File: config.mk
export PLATFORM = sky130hd
export DESIGN_NAME = mac_8bit_feeder
export DESIGN_NICKNAME = d
export VERILOG_FILES = /design/src/rtl/mac_8bit_feeder.sv
export SDC_FILE = /design/constraint.sdc
export NUM_CORES = 1
export LEC_CHECK = 0
export BUFFER_PORTS_ARGS = -buffer_cell sky130_fd_sc_hd__buf_2
export CAP_MARGIN = 20
export CELL_PAD_IN_SITES_DETAIL_PLACEMENT = 1
export CELL_PAD_IN_SITES_GLOBAL_PLACEMENT = 1
export CORE_MARGIN = 3
export CORE_UTILIZATION = 39
export CTS_BUF_LIST = sky130_fd_sc_hd__clkbuf_4 sky130_fd_sc_hd__clkbuf_8
export DETAILED_ROUTE_END_ITERATION = 6
export GPL_TIMING_DRIVEN = 0
export PLACE_DENSITY_LB_ADDON = 0.1
export REMOVE_ABC_BUFFERS = 1
export SYNTH_ARGS = -nofsm -noshare
export SYNTH_HDL_FRONTEND = slang
export SYNTH_SLANG_ARGS = --single-unit
export TNS_END_PERCENT = 50
File: constraint.sdc
create_clock -name MAC_ACC_CLK -period 2.2 [get_ports MAC_ACC_CLK]
set_clock_uncertainty 0.1 [all_clocks]
set_input_delay 0 -clock MAC_ACC_CLK [delete_from_list [all_inputs] [get_ports MAC_ACC_CLK]]
set_output_delay 0 -clock MAC_ACC_CLK [all_outputs]
set_load 0.02 [all_outputs]
File: src/rtl/mac_8bit_feeder.sv
// mac_8bit_feeder: takes a job from fabric logic, streams its operand/coefficient
// pairs into one MAC_8BIT accumulator, then returns the selected result over a
// valid/ready handshake. All arithmetic happens inside the MAC.
module mac_8bit_feeder #(
   parameter int unsigned CNT_WIDTH = 8
) (
   input  logic                 MAC_ACC_CLK,
   input  logic                 acc_ff_rst,
   input  logic                 start,
   input  logic                 abort,
   input  logic [CNT_WIDTH-1:0] cfg_len,
   input  logic [5:0]           cfg_out_sel,
   input  logic                 cfg_rnd,
   input  logic                 cfg_sat,
   input  logic                 cfg_tc,
   output logic                 busy,
   output logic                 err,
   input  logic                 s_valid,
   output logic                 s_ready,
   input  logic [7:0]           s_oper,
   input  logic [7:0]           s_coef,
   output logic                 r_valid,
   input  logic                 r_ready,
   output logic [7:0]           r_data,
   output logic                 EFPGA_MATHB_CLK_EN,
   output logic [7:0]           MAC_OPER_DATA,
   output logic [7:0]           MAC_COEF_DATA,
   output logic                 MAC_ACC_CLEAR,
   output logic                 MAC_ACC_RND,
   output logic                 MAC_ACC_SAT,
   output logic [5:0]           MAC_OUT_SEL,
   output logic                 MAC_TC,
   input  logic [7:0]           MAC_OUT
);

   localparam int unsigned DATA_W  = 8;
   localparam int unsigned SEL_W   = 6;
   localparam int unsigned MAX_SEL = 16;

   typedef enum logic [2:0] {IDLE, RUN, FLUSH, CAPT, RESULT} state_t;

   state_t               state, state_nxt;
   logic [CNT_WIDTH-1:0] remaining, remaining_nxt;
   logic                 first, first_nxt;
   logic                 rnd_cfg, rnd_cfg_nxt;
   logic                 err_nxt, clk_en_nxt, clear_nxt, rnd_nxt, sat_nxt, tc_nxt;
   logic [DATA_W-1:0]    oper_nxt, coef_nxt, r_data_nxt;
   logic [SEL_W-1:0]     sel_nxt;
   logic                 handshake;

   // A pair moves only while the feeder itself advertises ready
   assign handshake = s_valid & s_ready;

   // State, job context and every output are registered here
   always_ff @(posedge MAC_ACC_CLK or posedge acc_ff_rst) begin
      if (acc_ff_rst) begin
         state              <= IDLE;
         remaining          <= '0;
         first              <= 1'b0;
         rnd_cfg            <= 1'b0;
         busy               <= 1'b0;
         err                <= 1'b0;
         s_ready            <= 1'b0;
         r_valid            <= 1'b0;
         r_data             <= '0;
         EFPGA_MATHB_CLK_EN <= 1'b0;
         MAC_OPER_DATA      <= '0;
         MAC_COEF_DATA      <= '0;
         MAC_ACC_CLEAR      <= 1'b0;
         MAC_ACC_RND        <= 1'b0;
         MAC_ACC_SAT        <= 1'b0;
         MAC_OUT_SEL        <= '0;
         MAC_TC             <= 1'b0;
      end else begin
         state              <= state_nxt;
         remaining          <= remaining_nxt;
         first              <= first_nxt;
         rnd_cfg            <= rnd_cfg_nxt;
         busy               <= (state_nxt != IDLE);
         err                <= err_nxt;
         s_ready            <= (state_nxt == RUN);
         r_valid            <= (state_nxt == RESULT);
         r_data             <= r_data_nxt;
         EFPGA_MATHB_CLK_EN <= clk_en_nxt;
         MAC_OPER_DATA      <= oper_nxt;
         MAC_COEF_DATA      <= coef_nxt;
         MAC_ACC_CLEAR      <= clear_nxt;
         MAC_ACC_RND        <= rnd_nxt;
         MAC_ACC_SAT        <= sat_nxt;
         MAC_OUT_SEL        <= sel_nxt;
         MAC_TC             <= tc_nxt;
      end
   end

   // Next-state and next-output logic; MAC strobes default low, data and config hold
   always_comb begin
      state_nxt     = state;
      remaining_nxt = remaining;
      first_nxt     = first;
      rnd_cfg_nxt   = rnd_cfg;
      err_nxt       = 1'b0;
      clk_en_nxt    = 1'b0;
      clear_nxt     = 1'b0;
      rnd_nxt       = 1'b0;
      oper_nxt      = MAC_OPER_DATA;
      coef_nxt      = MAC_COEF_DATA;
      sat_nxt       = MAC_ACC_SAT;
      sel_nxt       = MAC_OUT_SEL;
      tc_nxt        = MAC_TC;
      r_data_nxt    = r_data;

      case (state)
         IDLE: begin
            if (start) begin
               if (cfg_out_sel <= SEL_W'(MAX_SEL)) begin
                  sel_nxt       = cfg_out_sel;
                  sat_nxt       = cfg_sat;
                  tc_nxt        = cfg_tc;
                  rnd_cfg_nxt   = cfg_rnd;
                  remaining_nxt = cfg_len;
                  first_nxt     = 1'b1;
                  state_nxt     = RUN;
               end else begin
                  err_nxt = 1'b1;
               end
            end
         end
         RUN: begin
            // abort outranks a simultaneous handshake
            if (abort) begin
               state_nxt = IDLE;
            end else if (handshake) begin
               oper_nxt   = s_oper;
               coef_nxt   = s_coef;
               clk_en_nxt = 1'b1;
               clear_nxt  = first & ~rnd_cfg;
               rnd_nxt    = first & rnd_cfg;
               first_nxt  = 1'b0;
               if (remaining == '0) begin
                  state_nxt = FLUSH;
               end else begin
                  remaining_nxt = remaining - CNT_WIDTH'(1);
               end
            end
         end
         FLUSH: begin
            // the last pair is on the MAC inputs with CLK_EN high this cycle
            state_nxt = abort ? IDLE : CAPT;
         end
         CAPT: begin
            if (abort) begin
               state_nxt = IDLE;
            end else begin
               r_data_nxt = MAC_OUT;
               state_nxt  = RESULT;
            end
         end
         RESULT: begin
            if (abort || r_ready) begin
               state_nxt = IDLE;
            end
         end
         default: begin
            state_nxt = IDLE;
         end
      endcase
   end

endmodule

After elaboration in Yosys (flattened, before gate mapping)
Index checks and enable logic that the tools add are counted.
W data, S select, Z words.
- add/sub/neg operators: 1
- magnitude comparators: 1
- eq/ne operators: 11
- mux-type cells: 32
- bitwise operators: 5
- reduce and logical (&&, ||, !) cells: 10
- operators with widths (operator ; count):
    $mux W8 ; 5
    $mux W3 ; 7
    $mux W1 ; 16
    $pmux W8 S2 ; 1
    $pmux W3 S5 ; 1
    $ne A2 B2 Y1 const B ; 5
    $logic_not A8 Y1 ; 1
    $sub A8 B1 Y8 const B ; 1
    $eq A3 B1 Y1 const B ; 2
    $eq A3 B2 Y1 const B ; 2
    $eq A3 B3 Y1 const B ; 2
    $le A6 B5 Y1 const B ; 1
    $reduce_and A3 Y1 ; 2
    $reduce_and A6 Y1 ; 1
    $reduce_and A5 Y1 ; 1
    $and A1 B1 Y1 ; 3
    $logic_not A3 Y1 ; 1
    $reduce_bool A3 Y1 ; 1
    $mux W2 ; 1
    $not A1 Y1 ; 2
    $pmux W1 S2 ; 1
    $reduce_and A2 Y1 ; 1
    $reduce_bool A2 Y1 ; 1
    $logic_or A1 B1 Y1 ; 1
- register bits: 52
- bits of input ports: 47

Depth between registers and ports, before layout
- depth after elaboration: 6
- mapped depth: 6

Least setup slack after synthesis
Ideal clock, no wire load.
- path kind: register to register
- start: register state[2]
- end: register MAC_ACC_SAT
- arrival: 1.738 ns
- required time: 1.975 ns
- setup slack: 0.237 ns
- stages on the path, launching flop included: 5
- buffers on the path: 1
- period minus slack after synthesis: 1.963 ns
- cell sequence: dfrtp_1 -> or4b_1 -> nor3_4 -> buf_4 -> mux2_2
- word-level cells in the longest chain between the ends: 2
- ends and longest elaborated chain (item ; RTL line ; RTL):
    start, declared ; 42 ; state_t state, state_nxt;
    start signal, assigned ; 75 ; state <= state_nxt;
    $logic_not A3 Y1 ; 112 ; case (state)
    $reduce_and A3 Y1 (no source line) ; n/a ;
    end signal, assigned ; 89 ; MAC_ACC_SAT <= sat_nxt;
    end, declared ; 30 ; output logic MAC_ACC_SAT,
No other way between the ends.
A chain may end at the register's enable or synchronous reset.

Final worst setup path
- start: register state[2]
- end: register remaining[1]
- word-level cells in the longest chain between the ends: 3
- elaborated cells on any way between the ends: 10
- those cells by class: eq/ne (6); mux (1); reduce/logical (3)
- ends and longest elaborated chain (item ; RTL line ; RTL):
    $eq A3 B1 Y1 or $logic_not A3 Y1 (tied branches) ; 112 ;
    $ne A2 B2 Y1 (no source line) or $reduce_bool A2 Y1 (tied branches) ; n/a ;
    $reduce_and A6 Y1 (no source line) ; n/a ;
    end signal, assigned ; 76 ; remaining <= remaining_nxt;
    end, declared ; 43 ; logic [CNT_WIDTH-1:0] remaining, remaining_nxt;
Several ways; a longest one is shown, not always the timed one.

==> flow_metrics.env <==
export IMPL_status="finished clean"
export IMPL_synth_top_flop_cell="dfrtp_1"
export IMPL_overflow=0
export IMPL_busiest_layer="met2"
export IMPL_worstSetupEndpointType="flip-flop"
export IMPL_die_x_um=81.3
export IMPL_io_pins=86
export IMPL_num_vias=1917
export IMPL_die_h_um=81.3
export IMPL_synth_xor_area_share_pct=0
export IMPL_grt_total_usage_pct=21.9
export IMPL_finalCriticalPeriod_ns=2.16
export IMPL_io_buffers=85
export IMPL_clockBufferDepth=2
export IMPL_pwr_share_comb_pct=29.2
export IMPL_rsz0062_at_grt="true"
export IMPL_grt_pass1_wl_um=10900
export IMPL_grt_pass1_vias=2160
export IMPL_cts_made_buffers=5
export IMPL_synth_seq_area_share_pct=58.9
export IMPL_synth_commonest_cells="52 x dfrtp_1, 31 x mux2_2, 10 x nor2_1"
export IMPL_ys_types=37
export IMPL_synth_most_common_cell="dfrtp_1"
export IMPL_grtUsageMet3_pct=5.43
export IMPL_core_area_um2=5300
export IMPL_setup_viol=0
export IMPL_hold_depth=4
export IMPL_cp_depth=5
export IMPL_worstMarginPinSlew_ns=0.636
export IMPL_antennaDiodeCount=0
export IMPL_cp_slowest_cell="or4b_1"
export IMPL_internal_power_uw=1750
export IMPL_nFillCells=577
export IMPL_hold_class="in -> reg"
export IMPL_die_area_um2=6600
export IMPL_fmax_mhz=463
export IMPL_grtUsageMet2_pct=41.5
export IMPL_drive_gt1_share_pct=48.2
export IMPL_synth_top_area_share_pct=58.9
export IMPL_synth_top_area_cell="dfrtp_1"
export IMPL_drcViolationCount=0
export IMPL_synth_edff_count=0
export IMPL_dp_hpwl_um=3900
export IMPL_start_util_pct=41.7
export IMPL_synthMuxAreaShare_pct=17.0
export IMPL_insertion_delay_ns=0.30
export IMPL_timing_critical_path_slowest_cell_delay_ns=0.67
export IMPL_nets=354
export IMPL_path_cells="or4b_1 -> nor3_4 -> buf_12 -> nor2_4 -> mux2_4"
export IMPL_path_clk_slew_ns=0.09
export IMPL_firstDrtPassIters=4
export IMPL_htree_levels=2
export IMPL_use_met1_pct=24.1
export IMPL_viasPerCell=5.08
export IMPL_crit_family="simple AND/OR/NAND/NOR gates"
export IMPL_reg2reg_depth=5
export IMPL_leakage_uw=0.00164
export IMPL_synth_cells=166
export IMPL_tns_ns=0
export IMPL_slew_viol_final=0
export IMPL_cts_root_buf="clkbuf_8"
export IMPL_crit_type="reg -> reg"
export IMPL_drt_first_iter_violations=72
export IMPL_wirelength_um=6890
export IMPL_synth_adder_area_share_pct=0.566
export IMPL_cap_viol_max_count=0
export IMPL_p_sw_uw=851
export IMPL_ys_warn_count=0
export IMPL_synthArstFlopShare_pct=100
export IMPL_rows=26
export IMPL_power_frac_seq_pct=48.5
export IMPL_worstPathArrival_ns=2.25
export IMPL_synth_area_leaders="dfrtp_1 59%, mux2_2 16%, o2bb2ai_1 2.4%"
export IMPL_syn_area_per_cell_um2=13.3
export IMPL_p_per_area_nw_per_um2=768
export IMPL_crit_buf_inv=1
export IMPL_crit_required_ns=2.30
export IMPL_synth_compound_area_share_pct=9.80
export IMPL_fin_hold_ws_ns=0.0660
export IMPL_cts_sinks=52
export IMPL_relSlewSlack_pct=57.4
export IMPL_hold_viol_final=0
export IMPL_area_delta_synth_final_pct=53.1
export IMPL_max_vdd_ir_drop_v=0.000576
export IMPL_place_congestion=0.749
export IMPL_cp_start_kind="flip-flop"
export IMPL_grt_max_degree=29
export IMPL_power_share_clock_pct=22.4
export IMPL_crit_fanout=11
export IMPL_synth_top_family_by_area="multiplexers"
export IMPL_ant_nets=0
export IMPL_yosys_area_share_simple_pct=11.7
export IMPL_cts_tree="yes"
export IMPL_swShare_pct=32.8
export IMPL_antenna_found_initial=0
export IMPL_post_drt_wl_per_cell_um=18.3
export IMPL_ys_seq_elements=52
export IMPL_syn_area_um2=2210
export IMPL_min_period_over_period_pct=98.1
==> layer usage <==
layer / vias up / wire, µm
met5: - / 0
met3: 8 / 312
met1: 958 / 2680
li1: 893 / -
met2: 58 / 3780
met4: 0 / 116
==> tightest hold or removal path, stage by stage <==
cell and delay (ns):
buf_2 0.10, a41oi_1 0.12, nor2_1 0.16, inv_1 0.05
==> state kept, by name (all words and copies together), names as in the netlist, 3 cells and up <==
signal,count
state,3
remaining,8
MAC_OPER_DATA,8
MAC_COEF_DATA,8
MAC_OUT_SEL,6
r_data,8
==> layout make-up <==
cell class	count	area (µm²)	share of cell area, %
Tap cell	70	87.6	2.59
Clock inverter	1	7.51	0.222
Inverter	4	15.0	0.444
Sequential cell	52	1300	38.5
Timing Repair Buffer	137	966	28.6
Clock buffer	7	90.1	2.66
Multi-Input combinational cell	106	913	27.0
==> worst paths after layout <==
kind,to,startpoint,slack [ns]
hold reg to reg,MAC_ACC_CLEAR,rnd_cfg,0.38
max in group asynchronous,state[2],acc_ff_rst,1.22
min in group asynchronous,MAC_ACC_RND,acc_ff_rst,0.21
setup reg to reg,remaining[1],state[2],0.04
hold / removal,s_ready,s_valid,0.07
setup / recovery,remaining[1],state[2],0.04
==> kinds of logic after synthesis <==
group | after synthesis
multiplexers | 33
adder cells (fa/ha/maj) | 1
flip-flops | 52
AND/OR/NAND/NOR | 40
buffers and inverters | 10
AO/OA/AOI/OAI | 30
==> cell usage in the layout, fill, tap and decap left out, drive strengths merged, types with 2 or more instances in the layout <==
cell type,instances
nor2,12
dfrtp,52
nand2,7
nor3b,3
o2bb2ai,6
o21ai,5
dlygate4sd3,45
mux2,33
or4,2
or4b,4
o22ai,4
clkbuf,7
o211ai,2
nor4,3
a21oi,7
inv,4
buf,92
nor3,6
==> power groups by stage <==
| stage | logic [µW] | registers (µW) | clock network, µW |
|---|---|---|---|
| floorplan | 284 | 1380 | 0 |
| global placement | 644 | 1250 | 0 |
| detailed placement | 663 | 1260 | 0 |
| CTS | 735 | 1240 | 600 |
| global route | 826 | 1280 | 643 |
| finish | 758 | 1260 | 581 |
==> metrics by stage <==
| stage | total power, µW | utilization, % | setup WS (ns) | cell area, µm² | instances |
|---|---|---|---|---|---|
| CTS | 2580 | 62.3 | 0.0104 | 3300 | 371 |
| global route | 2750 | 63.8 | -0.0468 | 3380 | 377 |
| floorplan | 1670 | - | -0.250 | 2180 | 160 |
| detailed placement | 1920 | 51.2 | -0.335 | 2720 | 316 |
| finish | 2600 | 63.8 | 0.0424 | 3380 | 377 |
| global placement | 1890 | 50.8 | -0.695 | 2690 | 315 |
==> what timing repair did <==
item / CTS / global route
pin swaps: 1 / 3
hold buffers: 45 / 0
gates resized for setup: 2 / 5
cloned: 1 / 1
setup endpoints to repair: 38 / 24
setup buffers: 1 / 5
endpoints found under the hold margin: 70 / 0
(Power assumes the default switching activity.)
